==> src/rtl/filter_decimator_pkg.sv <==
// Shared constants for the filter chain: default sample width, buffer depth
// and the decimation-factor width, plus the effective-factor helper.
package filter_decimator_pkg;

    localparam int DEFAULT_N     = 16;
    localparam int DEFAULT_DEPTH = 8;
    localparam int DECIM_W       = 4;

    typedef logic [DECIM_W-1:0] decim_t;

    // A programmed factor of 0 behaves as 1 (keep every sample).
    function automatic decim_t eff_factor(input decim_t d);
        return (d == '0) ? decim_t'(1) : d;
    endfunction

endpackage

==> src/rtl/filter_decimator_sample_fifo.sv <==
// Circular sample buffer with occupancy count. Pointers wrap naturally
// because DEPTH is a power of two; storage itself carries no reset.
module sample_fifo #(
    parameter int N     = 16,
    parameter int DEPTH = 8
) (
    input  logic                     clk,
    input  logic                     reset,
    input  logic                     push,
    input  logic                     pop,
    input  logic [N-1:0]             wr_data,
    output logic [N-1:0]             rd_data,
    output logic [$clog2(DEPTH):0]   fill,
    output logic                     full,
    output logic                     empty
);

    localparam int AW = $clog2(DEPTH);
    localparam logic [AW-1:0] PTR_ONE  = AW'(1);
    localparam logic [AW:0]   FILL_ONE = (AW+1)'(1);
    localparam logic [AW:0]   FILL_MAX = (AW+1)'(DEPTH);

    logic [N-1:0]  mem [DEPTH];
    logic [AW-1:0] wr_ptr;
    logic [AW-1:0] rd_ptr;

    always_ff @(posedge clk or posedge reset) begin
        if (reset) begin
            wr_ptr <= '0;
            rd_ptr <= '0;
            fill   <= '0;
        end else begin
            if (push)
                wr_ptr <= wr_ptr + PTR_ONE;
            if (pop)
                rd_ptr <= rd_ptr + PTR_ONE;
            case ({push, pop})
                2'b10:   fill <= fill + FILL_ONE;
                2'b01:   fill <= fill - FILL_ONE;
                default: fill <= fill;
            endcase
        end
    end

    always_ff @(posedge clk) begin
        if (push)
            mem[wr_ptr] <= wr_data;
    end

    assign full    = (fill == FILL_MAX);
    assign empty   = (fill == '0);
    // Stale memory contents never leak out while nothing is buffered.
    assign rd_data = empty ? '0 : mem[rd_ptr];

endmodule

==> src/rtl/filter_decimator.sv <==
// Keeps every Meff-th valid filter sample, buffers kept samples for a
// ready/valid consumer, and flags kept samples lost to a full buffer.
module filter_decimator
    import filter_decimator_pkg::*;
#(
    parameter int N     = DEFAULT_N,
    parameter int DEPTH = DEFAULT_DEPTH
) (
    input  logic                     clk,
    input  logic                     reset,
    input  logic                     in_valid,
    input  logic [N-1:0]             in_data,
    input  logic [DECIM_W-1:0]       decim,
    output logic                     out_valid,
    input  logic                     out_ready,
    output logic [N-1:0]             out_data,
    output logic [$clog2(DEPTH):0]   fill,
    output logic                     overflow,
    input  logic                     clr_overflow
);

    localparam decim_t PH_ONE = decim_t'(1);

    decim_t ph;
    logic   keep;
    logic   push;
    logic   pop;
    logic   drop;
    logic   full;
    logic   empty;

    assign keep      = in_valid && (ph == '0);
    assign out_valid = !empty;
    assign pop       = out_valid && out_ready;
    // A pop on a full buffer frees the slot the kept sample lands in.
    assign push      = keep && (!full || pop);
    assign drop      = keep && full && !pop;

    // decim is only looked at on keep cycles, so a change applies after
    // the next kept sample.
    always_ff @(posedge clk or posedge reset) begin
        if (reset)
            ph <= '0;
        else if (in_valid)
            ph <= keep ? (eff_factor(decim) - PH_ONE) : (ph - PH_ONE);
    end

    always_ff @(posedge clk or posedge reset) begin
        if (reset)
            overflow <= 1'b0;
        else if (drop)
            overflow <= 1'b1;
        else if (clr_overflow)
            overflow <= 1'b0;
    end

    sample_fifo #(
        .N     (N),
        .DEPTH (DEPTH)
    ) u_fifo (
        .clk     (clk),
        .reset   (reset),
        .push    (push),
        .pop     (pop),
        .wr_data (in_data),
        .rd_data (out_data),
        .fill    (fill),
        .full    (full),
        .empty   (empty)
    );

endmodule

==> config.mk <==
export PLATFORM = sky130hd
export DESIGN_NAME = filter_decimator
export DESIGN_NICKNAME = d
export VERILOG_FILES = /design/src/rtl/filter_decimator_pkg.sv /design/src/rtl/filter_decimator_sample_fifo.sv /design/src/rtl/filter_decimator.sv
export SDC_FILE = /design/constraint.sdc
export NUM_CORES = 1
export LEC_CHECK = 0
export CORE_MARGIN = 3
export CORE_UTILIZATION = 55
export DETAILED_ROUTE_END_ITERATION = 8
export DONT_BUFFER_PORTS = 1
export PLACE_DENSITY = 0.73
export SKIP_CTS_REPAIR_TIMING = 1
export SYNTH_ARGS = -nofsm -noshare
export SYNTH_HDL_FRONTEND = slang
export SYNTH_SLANG_ARGS = --single-unit
export TNS_END_PERCENT = 10
==> constraint.sdc <==
create_clock -name clk -period 3.4 [get_ports clk]
set_input_delay 0.68 -clock clk [delete_from_list [all_inputs] [get_ports clk]]
set_output_delay 0.68 -clock clk [all_outputs]
set_load 0.1 [all_outputs]
# --- After elaboration in Yosys (flattened, before gate mapping) ---
# Memories as Yosys holds them, arrays and structs flattened.
# Cells that the tools add are included.
# Widths: inputs -> output; s select.
totals:
  reg_bits: 15
  mem_bits_rw: 128
  in_bits: 25
  output_inout_bits: 22
  elab_cells: 37
  n_memories: 1
classes:
  add_sub_neg: 6
  eq_ne: 3
  mux: 8
  n_reduce_logical: 14
mem_list:
  columns: ["name", "words", "word_bits", "read_ports", "rd_clocked_by_memory_dff", "write_ports", "line_no", "source"]
  rows:
  - ["u_fifo.mem", 8, 16, 1, 0, 1, "filter_decimator_sample_fifo.sv:23", "logic [N-1:0] mem [DEPTH];"]
op_table:
  columns: ["op", "count"]
  rows:
  - ["$mux 16", 1]
  - ["$logic_not 4->1", 3]
  - ["$sub 4x1->4 const B", 3]
  - ["$mux 4", 2]
  - ["$pmux 4 s2", 1]
  - ["$add 3x1->3 const B", 2]
  - ["$logic_and 1x1->1", 5]
  - ["$add 4x1->4 const B", 1]
  - ["$eq 4x4->1 const B", 1]
  - ["$mux 1", 4]
  - ["$reduce_bool 2->1", 2]
  - ["$logic_not 1->1", 3]
  - ["$eq 2x1->1 const B", 1]
  - ["$eq 2x2->1 const B", 1]
  - ["$logic_or 1x1->1", 1]

# --- Longest topological paths before layout ---
logic_depth:
  ltp_word: 7
  ltp_mapped: 11
  depth_no_buf: 9

# --- By module ---
# From an unflattened synthesis, not the netlist that was laid out.
hier_totals:
  cells_unflattened: 283
  area_unflattened_um2: 5830.6
modules_own_cells:
  columns: ["mod", "instances", "cells_per_inst", "area_per_inst_um2", "seq_area_each_um2"]
  rows:
  - ["sample_fifo", 1, 250, 5526.6, 4093.9]
  - ["filter_decimator", 1, 33, 304.0, 125.1]

# --- Worst setup path after synthesis ---
# No wires, ideal clock.
synth_path:
  path_kind: "register to register"
  startpoint: "register u_fifo.fill[0]"
  endpoint: "memory u_fifo.mem[0][0], enable pin"
  setup_ns: 0.430
  arrival_time_ns: 3.299
  required_time_ns: 2.970
  setup_slack_ns: -0.329
  stages_incl_launch_ff: 5
  path_buffers: 0
  synth_period_minus_slack_ns: 3.729
  path_cell_list: "dfrtp_1 > nor3_1 > a211oi_4 > inv_2 > nor4_1"
synth_via:
  elab_chain_cells: 7
  elab_cells_between_ends: 9
  classes_between: "eq/ne: 1; mux: 2; reduce/logical: 6"
synth_rtl:
  columns: ["item", "line_no", "source"]
  rows:
  - ["start, declared", "filter_decimator_sample_fifo.sv:13", "output logic [$clog2(DEPTH):0] fill,"]
  - ["start signal, assigned", "filter_decimator_sample_fifo.sv:38", "2'b10: fill <= fill + FILL_ONE;"]
  - ["start signal, assigned", "filter_decimator_sample_fifo.sv:39", "2'b01: fill <= fill - FILL_ONE;"]
  - ["start signal, assigned", "filter_decimator_sample_fifo.sv:40", "default: fill <= fill;"]
  - ["$logic_not 4->1", "filter_decimator_sample_fifo.sv:51", "assign empty = (fill == '0);"]
  - ["$logic_not 1->1", "filter_decimator.sv:33", "assign out_valid = !empty;"]
  - ["$logic_and 1x1->1", "filter_decimator.sv:34", "assign pop = out_valid && out_ready;"]
  - ["$logic_or 1x1->1 (*)", "filter_decimator.sv:36", "assign push = keep && (!full || pop);"]
  - ["$logic_and 1x1->1 (*)", "filter_decimator.sv:36", null]
  - ["$mux 1 (*)", "filter_decimator_sample_fifo.sv:46", "if (push)"]
  - ["$mux 1 (not written as such) (*)", "filter_decimator_sample_fifo.sv:47", "mem[wr_ptr] <= wr_data;"]
  - ["end, declared", "filter_decimator_sample_fifo.sv:23", null]
# Mark *: on every way between the ends. The rest lies on a longest branch, timed or not.

# --- Worst setup path in the final report ---
layout_path:
  startpoint: "register u_fifo.rd_ptr[1]"
  endpoint: "output out_data[11]"
layout_via:
  elab_chain_cells: 2
layout_rtl:
  columns: ["item", "line_no", "source"]
  rows:
  - ["start, declared", "filter_decimator_sample_fifo.sv:25", "logic [AW-1:0] rd_ptr;"]
  - ["start signal, assigned", "filter_decimator_sample_fifo.sv:36", "rd_ptr <= rd_ptr + PTR_ONE;"]
  - ["$mem_v2 8x16", null, null]
  - ["$mux 16", "filter_decimator_sample_fifo.sv:53", "assign rd_data = empty ? '0 : mem[rd_ptr];"]
  - ["end, declared", "filter_decimator.sv:16", "output logic [N-1:0] out_data,"]
# Every way passes these cells.

==> metrics.md <==
| Metric | Value |
|---|---|
| # IOs | `47` |
| Post-Route Setup TNS | `0 ns` |
| WL/cell | `23.3 um` |
| CP endpoint kind | `output pin` |
| Initial Utilization | `57.8%` |
| Status | `finished clean` |
| RSZ-0062 raised after global routing | `false` |
| Routability congestion estimate from global placement | `0.701` |
| Layout Cells excl Fill | `468` |
| Total die area | `0.0118 mm2` |
| Die H | `109 um` |
| Residual DRC | `0` |
| First drt pass iteration count | `4` |
| Asr flop ratio synth | `10.5%` |
| Hold WS | `0.114 ns` |
| Worst slew margin | `40.4%` |
| Synthesis Warnings | `0` |
| Drt via density | `6.03` |
| Required @ worst endpoint | `2.72 ns` |
| Antenna Violating Nets Remaining | `0` |
| Worst hold path class | `input port to asynchronous set/reset pin` |
| FP Rows | `36` |
| Cells after Synth | `286` |
| CP startpoint | `u_fifo.rd_ptr[1]` |
| Share of post-route cells with drive strength above 1 | `33.7%` |
| Antenna violations before repair | `0` |
| DP Cell Count | `436` |
| Final WL | `10.9 mm` |
| Vias in the first global route | `3050` |
| Register bit total from synthesis | `143` |
| EDFF count, synth | `128` |
| Cts bufs inserted | `17` |
| Hpwl dp | `6.28 mm` |
| Reg2reg start | `ph[0]` |
| Clock Skews | `0.00891 ns` |
| H-tree depth | `4` |
| Worst skew pair latency | `0.52 ns` |
| Ys flop type | `edfxtp_1` |
| Layout area overhead | `19.9%` |
| Wire length of the first global-routing pass | `17.0 mm` |
| CP max FO | `34` |
| ANT cells | `0` |
| Slew @ Worst Pin | `0.894 ns` |
| Clk slew on worst S/H paths | `0.06 ns` |
| Slew Limit Fails | `0` |
| Post-Syn Nets | `317` |
| Worst Setup Start Kind | `flop` |
| CTS tree | `done` |
| Crit path DAT | `2.35 ns` |
| Total track usage | `20.5%` |
| Achievable Freq | `0.330 GHz` |
| CTS Sinks | `143` |
| Syn Area/Cell | `20.2 um2` |
| Fin nets | `353` |
| DR vias | `2824` |
| Root buffer cell | `clkbuf_8` |
| Fin util | `69.3%` |
| Hold Violations, Final | `0` |
| Unique masters post-synth | `44` |
| Maximum root-to-sink buffer count | `2` |
| Core ar. | `0.0100 mm2` |
| Seq/Total Area, Yosys | `73.0%` |
| Critical path class | `flop to output pin` |
| Port-buffer cells | `0` |
| Iter 0 DRT Violations | `160` |
| Final Setup Violations | `0` |
| Pin count of the biggest net entering global routing | `35` |
| Maxcap violations | `0` |
| Synthesized area | `0.00578 mm2` |
| Die W | `109 um` |
| Final Critical Period | `3.03 ns` |
| Final period utilization | `89.2%` |
| Grt ovf | `0` |
-- critical path, cell delays in order (launching register included) --
cell and delay (ns):
dfrtp_2 0.92, mux4_2 0.42, a22o_1 0.29, buf_12 0.18
-- through the flow --
| step | setup WS (ns) | instance area [um2] |
|---|---|---|
| final | 0.366 | 6930 |
| after global routing | 0.255 | 6930 |
| after CTS | 0.336 | 6930 |
| after detailed placement | 0.350 | 6360 |
| after global placement | 0.402 | 6360 |
| after floorplan | -0.329 | 5780 |
-- kinds of logic after synthesis --
group,share of synthesized area (%)
AO/OA/AOI/OAI,4.67
XOR/XNOR,1.21
flip-flops,73.0
multiplexers,13.2
adder cells (fa/ha/maj),1.30
AND/OR/NAND/NOR,4.07
buffers and inverters,2.57
-- flip-flops by register name, indices dropped and copies added, names as in the netlist --
signal         count
u_fifo.mem       128
u_fifo.wr_ptr      3
u_fifo.rd_ptr      3
u_fifo.fill        4
ph                 4
overflow           1
-- per-layer routing --
metal | track usage, % | wire (um) | up-vias
li1 | - | - | 1246
met1 | 26.3 | 4470 | 1478
met2 | 32.6 | 5610 | 83
met3 | 7.88 | 654 | 17
met4 | 6.40 | 144 | 0
met5 | 0 | 0 | -
-- cell usage in the layout (no fill, tap or decap), types with 3 or more instances in the layout --
cell	instances
a22o_1	16
inv_6	5
buf_12	16
nor2b_1	3
buf_4	18
nor2_1	3
clkinvlp_4	4
ha_1	6
nor4b_4	4
a21oi_1	3
inv_1	10
xnor2_1	7
nand2_1	5
edfxtp_1	128
dfrtp_1	13
clkbuf_16	16
mux4_2	32
-- synth_stat cells, types with 2 or more instances --
library cell / count / share of area [%]
a21oi_1: 3 / 0.26
nor4b_2: 4 / 1.0
buf_6: 5 / 0.97
nor4_1: 2 / 0.22
xnor2_1: 7 / 1.1
nor3_1: 4 / 0.35
o31ai_1: 2 / 0.26
inv_1: 10 / 0.65
nor2b_1: 3 / 0.32
or4b_1: 2 / 0.35
ha_1: 6 / 1.3
a22o_1: 16 / 2.4
clkbuf_1: 5 / 0.32
o21ai_1: 2 / 0.17
nand2_1: 5 / 0.32
nor2_1: 3 / 0.19
buf_1: 2 / 0.13
mux2_1: 2 / 0.39
buf_2: 5 / 0.43
dfrtp_1: 15 / 6.5
mux4_2: 32 / 12
nand2b_1: 2 / 0.22
edfxtp_1: 128 / 66
-- final timing paths --
kind                                     to  slack, ns  depth (start not counted)
max                            out_data[11]       0.37                          3
min                                   ph[2]       0.11                          1
min in group clk                      ph[1]       0.24                          1
min reg2reg                u_fifo.rd_ptr[2]       0.50                          1
max in group asynchronous  u_fifo.rd_ptr[0]       2.86                          1
max reg2reg                  u_fifo.fill[3]       0.54                          7
-- final cells by class --
type | instances | area, um2
clock buffers | 18 | 418
clock inverters | 14 | 156
fillers | 635 | 3070
inverters | 11 | 41.3
multi-input cells | 115 | 1470
flip-flops and latches | 143 | 4220
well taps | 133 | 166
repair buffers | 34 | 455
Power is not shown: default switching activity piles up to over one toggle a cycle in this logic, so the estimate is an artifact.
